===== src/rtl/dp_arbiter.sv =====
// Round-robin arbiter/sequencer sharing one registered compute datapath among NUM_REQ requesters.
// One request is served at a time: operand/select are held for LATENCY+1 cycles, then the result returns with a done pulse.
module dp_arbiter #(
  parameter int unsigned WIDTH   = 4,
  parameter int unsigned NUM_REQ = 4,
  parameter int unsigned LATENCY = 1,
  parameter int unsigned ID_W    = $clog2(NUM_REQ)
) (
  input  logic                     clk,
  input  logic                     rst,
  input  logic [NUM_REQ-1:0]       req,
  input  logic [NUM_REQ*WIDTH-1:0] req_data,
  input  logic [NUM_REQ-1:0]       req_op,
  output logic [NUM_REQ-1:0]       gnt,
  output logic [WIDTH-1:0]         dp_data,
  output logic                     dp_sel,
  input  logic [WIDTH-1:0]         dp_result,
  output logic [WIDTH-1:0]         result,
  output logic                     done,
  output logic [ID_W-1:0]          done_id,
  output logic                     busy
);

  localparam logic [1:0] S_IDLE  = 2'd0;
  localparam logic [1:0] S_SERVE = 2'd1;
  localparam logic [1:0] S_DONE  = 2'd2;

  localparam int unsigned CNT_W = (LATENCY < 1) ? 1 : $clog2(LATENCY + 1);

  logic [1:0]         r_state;
  logic [CNT_W-1:0]   r_cnt;
  logic [ID_W-1:0]    r_last_id;
  logic [NUM_REQ-1:0] r_gnt;
  logic [WIDTH-1:0]   r_dp_data;
  logic               r_dp_sel;
  logic [WIDTH-1:0]   r_result;
  logic               r_done;
  logic [ID_W-1:0]    r_done_id;
  logic               r_busy;

  logic [1:0]         w_state_nxt;
  logic [CNT_W-1:0]   w_cnt_nxt;
  logic [ID_W-1:0]    w_last_id_nxt;
  logic [NUM_REQ-1:0] w_gnt_nxt;
  logic [WIDTH-1:0]   w_dp_data_nxt;
  logic               w_dp_sel_nxt;
  logic [WIDTH-1:0]   w_result_nxt;
  logic               w_done_nxt;
  logic [ID_W-1:0]    w_done_id_nxt;
  logic               w_busy_nxt;

  logic               w_win_found;
  logic [ID_W-1:0]    w_win_id;
  int unsigned        w_best_off;
  logic [WIDTH-1:0]   w_win_data;
  logic               w_win_op;

  // Round-robin pick: smallest distance from last_id+1 (with wrap) among active requests.
  always_comb begin
    w_win_found = 1'b0;
    w_win_id    = '0;
    w_best_off  = NUM_REQ;
    for (int unsigned k = 0; k < NUM_REQ; k++) begin
      if (req[k] && (((k + NUM_REQ - 1 - 32'(r_last_id)) % NUM_REQ) < w_best_off)) begin
        w_best_off  = (k + NUM_REQ - 1 - 32'(r_last_id)) % NUM_REQ;
        w_win_id    = ID_W'(k);
        w_win_found = 1'b1;
      end
    end
  end

  // Operand and mode select of the winning requester.
  always_comb begin
    w_win_data = '0;
    w_win_op   = 1'b0;
    for (int unsigned k = 0; k < NUM_REQ; k++) begin
      if (w_win_id == ID_W'(k)) begin
        w_win_data = req_data[k*WIDTH +: WIDTH];
        w_win_op   = req_op[k];
      end
    end
  end

  // Next-state and next-output logic.
  always_comb begin
    w_state_nxt   = r_state;
    w_cnt_nxt     = r_cnt;
    w_last_id_nxt = r_last_id;
    w_gnt_nxt     = r_gnt;
    w_dp_data_nxt = r_dp_data;
    w_dp_sel_nxt  = r_dp_sel;
    w_result_nxt  = r_result;
    w_done_nxt    = 1'b0;
    w_done_id_nxt = r_done_id;
    w_busy_nxt    = r_busy;

    case (r_state)
      S_IDLE: begin
        w_gnt_nxt     = '0;
        w_dp_data_nxt = '0;
        w_dp_sel_nxt  = 1'b0;
        w_busy_nxt    = 1'b0;
        if (w_win_found) begin
          w_state_nxt   = S_SERVE;
          w_gnt_nxt     = NUM_REQ'(1) << w_win_id;
          w_dp_data_nxt = w_win_data;
          w_dp_sel_nxt  = w_win_op;
          w_last_id_nxt = w_win_id;
          w_cnt_nxt     = '0;
          w_busy_nxt    = 1'b1;
        end
      end
      S_SERVE: begin
        if (r_cnt == CNT_W'(LATENCY)) begin
          w_state_nxt   = S_DONE;
          w_result_nxt  = dp_result;
          w_gnt_nxt     = '0;
          w_dp_data_nxt = '0;
          w_dp_sel_nxt  = 1'b0;
          w_done_nxt    = 1'b1;
          w_done_id_nxt = r_last_id;
        end else begin
          w_cnt_nxt = r_cnt + CNT_W'(1);
        end
      end
      S_DONE: begin
        w_state_nxt = S_IDLE;
        w_busy_nxt  = 1'b0;
      end
      default: begin
        w_state_nxt   = S_IDLE;
        w_cnt_nxt     = '0;
        w_gnt_nxt     = '0;
        w_dp_data_nxt = '0;
        w_dp_sel_nxt  = 1'b0;
        w_busy_nxt    = 1'b0;
      end
    endcase
  end

  // State and output registers; reset also aborts any in-flight service.
  always_ff @(posedge clk) begin
    if (rst) begin
      r_state   <= S_IDLE;
      r_cnt     <= '0;
      r_last_id <= ID_W'(NUM_REQ - 1);
      r_gnt     <= '0;
      r_dp_data <= '0;
      r_dp_sel  <= 1'b0;
      r_result  <= '0;
      r_done    <= 1'b0;
      r_done_id <= '0;
      r_busy    <= 1'b0;
    end else begin
      r_state   <= w_state_nxt;
      r_cnt     <= w_cnt_nxt;
      r_last_id <= w_last_id_nxt;
      r_gnt     <= w_gnt_nxt;
      r_dp_data <= w_dp_data_nxt;
      r_dp_sel  <= w_dp_sel_nxt;
      r_result  <= w_result_nxt;
      r_done    <= w_done_nxt;
      r_done_id <= w_done_id_nxt;
      r_busy    <= w_busy_nxt;
    end
  end

  assign gnt     = r_gnt;
  assign dp_data = r_dp_data;
  assign dp_sel  = r_dp_sel;
  assign result  = r_result;
  assign done    = r_done;
  assign done_id = r_done_id;
  assign busy    = r_busy;

endmodule


===== config.mk =====
export PLATFORM = sky130hd
export DESIGN_NAME = dp_arbiter
export DESIGN_NICKNAME = d
export VERILOG_FILES = /design/src/rtl/dp_arbiter.sv
export SDC_FILE = /design/constraint.sdc
export NUM_CORES = 1
export LEC_CHECK = 0
export BUFFER_PORTS_ARGS = -buffer_cell sky130_fd_sc_hd__buf_2
export CORE_MARGIN = 5
export CORE_UTILIZATION = 45
export DETAILED_ROUTE_END_ITERATION = 8
export PLACE_DENSITY = 0.75
export SYNTH_ARGS = -nofsm -noshare
export SYNTH_HDL_FRONTEND = slang
export SYNTH_SLANG_ARGS = --single-unit

===== constraint.sdc =====
create_clock -name clk -period 5.6 [get_ports clk]
set_clock_uncertainty 0.15 [all_clocks]
set_input_delay 0.28 -clock clk [delete_from_list [all_inputs] [get_ports clk]]
set_output_delay 0.28 -clock clk [all_outputs]
set_load 0.05 [all_outputs]

=== Word-level counts from Yosys, hierarchy flattened ===
Cells that the tools add are included.

* Bitwise gates (word level): 2
* Reductions and logical operators: 12
* Muxes and demuxes: 35
* Equality and inequality tests: 7
* Shift operators: 1
* $lt $le $gt $ge: 4
* Divide/modulo/power cells: 0
* Add/subtract/negate cells: 5
* $mul: 0

{| class="wikitable"
|+ Operators by type and width
! cell !! number
|-
| 2-bit by 32-bit < comparator with 1-bit output || 3
|-
| 32-bit 2-to-1 mux || 2
|-
| 4-bit 2-to-1 mux || 7
|-
| 4-bit one-hot mux with 3 select lines || 2
|-
| 1-bit 2-to-1 mux || 15
|-
| 2-bit AND reduction || 5
|-
| 2-bit 2-to-1 mux || 4
|-
| 2-bit equality test (second input constant) || 3
|-
| 1-bit one-hot mux with 3 select lines || 2
|-
| 2-bit by 1-bit equality test with 1-bit output (second input constant) || 2
|-
| 1-bit logical AND || 4
|-
| 2-bit zero test || 2
|-
| 2-bit != test (second input constant) || 2
|-
| 2-bit one-hot mux with 2 select lines || 1
|-
| 1-bit by 2-bit << shifter with 4-bit output (first input constant) || 1
|-
| 1-bit by 2-bit subtractor with 2-bit output (first input constant) || 2
|-
| 2-bit subtractor (first input constant) || 2
|-
| 2-bit by 3-bit < comparator with 1-bit output (second input constant) || 1
|-
| 3-bit 2-to-1 mux || 1
|-
| 1-bit inverter || 2
|-
| 1-bit one-hot mux with 2 select lines || 1
|-
| 2-bit OR reduction || 1
|-
| 1-bit adder (second input constant) || 1
|}

* Memories: 0
* Output and inout bits: 17
* Input bits: 30
* Latch bits: 0
* Word-level logic and storage cells: 76
* Memory bits (read-only): 0
* Flip-flop bits (word level): 22
* RAM bits: 0

=== Logic depth before layout (Yosys ltp) ===
* Depth after elaboration: 20
* Depth in mapped cells: 20
* Depth with buffers taken out: 18

=== Least setup slack after synthesis ===
OpenSTA, ideal clock, no wires.

* Kind: register to register
* Start: register r_last_id[0]
* End: register r_last_id[1]
* Data arrival time: 3.852 ns
* Path buffers: 2
* Clock period less this slack: 4.122 ns
* Setup slack: 1.478 ns
* Library setup time: 0.120 ns
* Data required time: 5.330 ns
* Stages on the path, launching flop included: 21
* Cell sequence: dfxtp_1 > buf_8 > xnor2_1 > inv_1 > ha_1 > nand3_1 > and3_1 > buf_6 > mux2_1 > ha_1 > or3b_1 > o211ai_2 > nand2_2 > nand2_1 > o21ai_1 > ha_1 > o32a_2 > o31a_4 > a2bb2oi_4 > nor2_1 > a211o_1

* Cells in the longest elaborated chain, start to end: 14
* Elaborated cells on any way between the ends: 22
* Classes of those cells: add/sub: 4; order compare: 4; mux: 9; reduce/logical: 5

{| class="wikitable"
|+ RTL lines
! element !! line !! text
|-
| start: declaration || 32 || <nowiki>logic [ID_W-1:0] r_last_id;</nowiki>
|-
| start signal: assignment || 146 || <nowiki>r_last_id <= ID_W'(NUM_REQ - 1);</nowiki>
|-
| start signal: assignment || 157 || <nowiki>r_last_id <= w_last_id_nxt;</nowiki>
|-
| 2-bit subtractor || 64, 65 ||
|-
| 2-bit by 3-bit < comparator with 1-bit output || 64 || <nowiki>if (req[k] && (((k + NUM_REQ - 1 - 32'(r_last_id)) % NUM_REQ) < w_best_off)) begin</nowiki>
|-
| 1-bit logical AND || 64 ||
|-
| 3-bit 2-to-1 mux || 64 ||
|-
| 2-bit by 32-bit < comparator with 1-bit output || 64 ||
|-
| 1-bit logical AND || 64 ||
|-
| 32-bit 2-to-1 mux || 64 ||
|-
| 2-bit by 32-bit < comparator with 1-bit output || 64 ||
|-
| 1-bit logical AND || 64 ||
|-
| 32-bit 2-to-1 mux || 64 ||
|-
| 2-bit by 32-bit < comparator with 1-bit output || 64 ||
|-
| 1-bit logical AND || 64 ||
|-
| 1-bit 2-to-1 mux || 64 ||
|-
| 2-bit AND reduction (no line) || - ||
|}

Several ways; a longest one is shown, not always the timed one.
A chain may end at the register's enable or synchronous reset.

=== Final worst setup path ===
* Start: register r_last_id[1]
* End: register r_last_id[1]

The elaborated chain is that of the path after synthesis.

==> summary.txt <==
Clock network
  – CTS clock-pin slew for the worst setup and hold paths: 120 ps
  – Number of clock buffers inserted by TritonCTS: 3
  – CTS Hold Bufs: 0
  – Sinks on the clock net: 22
  – Number of buffers inserted by post-CTS setup repair: 0
  – Root cell of the clock tree: clkbuf_4
  – Bufs on Longest Clock Path: 2
  – H-tree depth: 1
  – CTS tree: done
  – Worst-Skew Late Latency: 300 ps
  – Number of gates resized after cts: 0

Route
  – Detailed-route vias per instance: 5.79
  – Number of DRC violations after detailed-routing iteration 0: 116
  – Wire per inst: 15.7 µm
  – Wirelength, routed: 3240 µm
  – DRC violation count after routing: 0
  – Number of iterations in the first detailed-routing pass: 4
  – Detail Route Antenna Nets: 0
  – Number of vias in the routed layout: 1192

Setup path
  – Kind of end point of the critical path: register
  – Required @ worst endpoint: 5660 ps
  – Data arrival time of the critical path: 4690 ps
  – Kind of critical path: register to register
  – Startpoint Class: register
  – Crit-path max FO: 14
  – Number of cells on the worst reg-to-reg path: 18

Synthesis
  – Netlist area before placement: 1260 µm²
  – Top cell type's share of synthesized area: 0.351
  – Most used standard cells in the synthesized netlist: 22 x dfxtp_1, 12 x nor2_1, 11 x nand2_1, 9 x a21oi_1, 8 x o21ai_1
  – Average cell area after synthesis: 9.45 µm²
  – Number of synthesized flops with an enable pin: 0
  – Leading post-synthesis cells by cell area: dfxtp_1 35%, a221oi_2 6.0%, a21oi_1 3.6%
  – Ys async rst share: 0
  – Synthesized flop and latch total: 22
  – Synth unique cells: 44
  – Post-synthesis cell count: 133
  – Synthesized net count: 166
  – Cell with the most instances after synthesis: dfxtp_1
  – Share of the yosys chip area belonging to registers: 0.351
  – Leading area contributor after synthesis: dfxtp_1
  – Most used flip-flop cell after synthesis: dfxtp_1
  – Yosys warns: 0

Timing
  – Setup total negative slack: 0 ps
  – Worst-case headroom to the max-slew limit: 0.549
  – Slew at the pin closest to its max-slew limit: 676 ps
  – Post-layout worst setup margin: 964 ps
  – Slew Limit Fails: 0
  – Final hold viol count: 0
  – Setup repair after global routing missed its margin: no
  – Share of the clock period used by the worst path after layout: 0.828
  – Final period demand of the worst path: 4640 ps
  – Maximum operating frequency: 216 MHz
  – Setup violation total in the final timing report: 0

Layout
  – Fin nets: 210
  – Synthesis-to-finish area growth: 17.8%
  – Share of post-route cells with drive strength above 1: 0.371
  – Share of the core filled with cells in the final layout: 0.546
  – Fill cell count: 272
  – Antenna diode instance count: 0
  – Post-route insts no fill: 206

Placement
  – Count of buffers inserted at the top-level ports: 46
  – Dpl cells: 203
  – Pre-CTS setup slack: 998 ps
  – Detail Placement HPWL: 2550 µm
  – Final weighted congestion in routability-driven placement: 0.821

Worst hold path
  – Worst Hold Class: input port to register
  – Cell depth of the worst hold path: 3

Floorplan
  – DIE AREA: 3950 µm²
  – Number of placement rows: 19
  – Horizontal extent of the die: 62.8 µm
  – Number of top-level design ports: 47
  – Initial cell density of the core: 0.464
  – Core Region: 2710 µm²
  – Height of the die: 62.8 µm

Global route
  – Global routing's busiest layer: met2
  – Global routing met2 resource utilization: 0.284
  – Met3 capacity usage during global routing: 0.0396
  – Total grt overflow: 0
  – Met1 GRT Util: 0.204
  – Global-route total usage across every layer: 0.170
  – Vias in the first global route: 1240
  – Maximum number of pins on one net before global-route repair: 23
  – Number of antenna violations at the first check in global routing: 0
  – Global-route wire length before repair: 5500 µm

Power
  – Power per cell area: 433 nW/µm²
  – Worst VDD drop: 0.000282 V
  – LEAKAGE: 0.000631 µW

Outcome
  – Result of the run: finished, final reports clean

Job
  – Number of max-capacitance violations reported: 0
path summary, 6_finish.rpt:
kind | from | to | slack (ps)
worst min-delay path | dp_result[1] | result[1]$_SDFFE_PP0P_ | 80
worst max register to register | r_last_id[1]$_SDFFE_PP1P_ | r_last_id[1]$_SDFFE_PP1P_ | 960
worst max-delay path | r_last_id[1]$_SDFFE_PP1P_ | r_last_id[1]$_SDFFE_PP1P_ | 960
worst min register to register | busy$_SDFFE_PP0N_ | busy$_SDFFE_PP0N_ | 310
power breakdown:
| part | switching [µW] | internal (µW) |
|---|---|---|
| Combinational | 223 | 145 |
| Sequential | 22.2 | 182 |
| Clock | 44.9 | 25.1 |
| Total | 290 | 352 |
layer usage:
| layer | part of all wire | vias up |
|---|---|---|
| met5 | 0 | - |
| met4 | 0.013 | 0 |
| met3 | 0.047 | 6 |
| met2 | 0.50 | 34 |
| met1 | 0.44 | 564 |
| li1 | - | 588 |
registers in the layout, summed over array words and instances, names as in the netlist:
| signal | cells |
|---|---|
| done_id | 2 |
| r_last_id | 2 |
| busy | 1 |
| done | 1 |
| dp_data | 4 |
| result | 4 |
| r_state | 2 |
| r_cnt | 1 |
| gnt | 4 |
| dp_sel | 1 |
area by class of cell:
cell class | instances | area, µm² | share of cell area
Sequential cell | 22 | 440 | 0.298
Multi-Input combinational cell | 101 | 737 | 0.498
Tap cell | 31 | 38.8 | 0.0262
Inverter | 3 | 11.3 | 0.00761
Timing Repair Buffer | 46 | 230 | 0.156
Clock buffer | 3 | 22.5 | 0.0152
cells in the final DEF, fill, tap and decap left out, types with 2 or more instances in the layout:
cell	instances
nand2_1	11
clkbuf_4	3
a22oi_1	6
nor2_1	12
and2b_4	2
inv_1	3
dfxtp_1	22
nand3_1	7
nand2b_1	3
nor2b_1	4
ha_1	3
a221oi_2	5
buf_2	46
a21oi_1	9
o21ai_1	8
a221oi_1	5
a32oi_1	2
logic make-up after synthesis:
| logic type | share of synthesized area |
|---|---|
| fa+ha+maj | 0.0299 |
| mux | 0.00896 |
| compound gates | 0.337 |
| simple gates | 0.204 |
| xor+xnor | 0.00697 |
| buf+inv | 0.0627 |
| flops | 0.351 |
worst max-delay path, stage by stage (launching register included):
cell       delay (ps)
dfxtp_1           390
xnor2_1           310
inv_1              90
ha_1              320
nand3_1            80
and3_1            450
mux2_1            400
ha_1              220
or3b_1            370
o211ai_2          120
nand2_2           160
nand2_1           100
o21ai_1            70
ha_1              310
o32a_2            150
o31a_4            160
a2bb2oi_4         310
nor2_1            100
a211o_1           270
stage by stage:
step	hold slack, ps	area, µm²	power (µW)
after floorplan	196	1260	509
after global placement	289	1460	559
after detailed placement	297	1460	573
after CTS	77.1	1480	645
after global routing	86.3	1480	688
final	84.9	1480	641
Power figures use the tool's default switching activity.
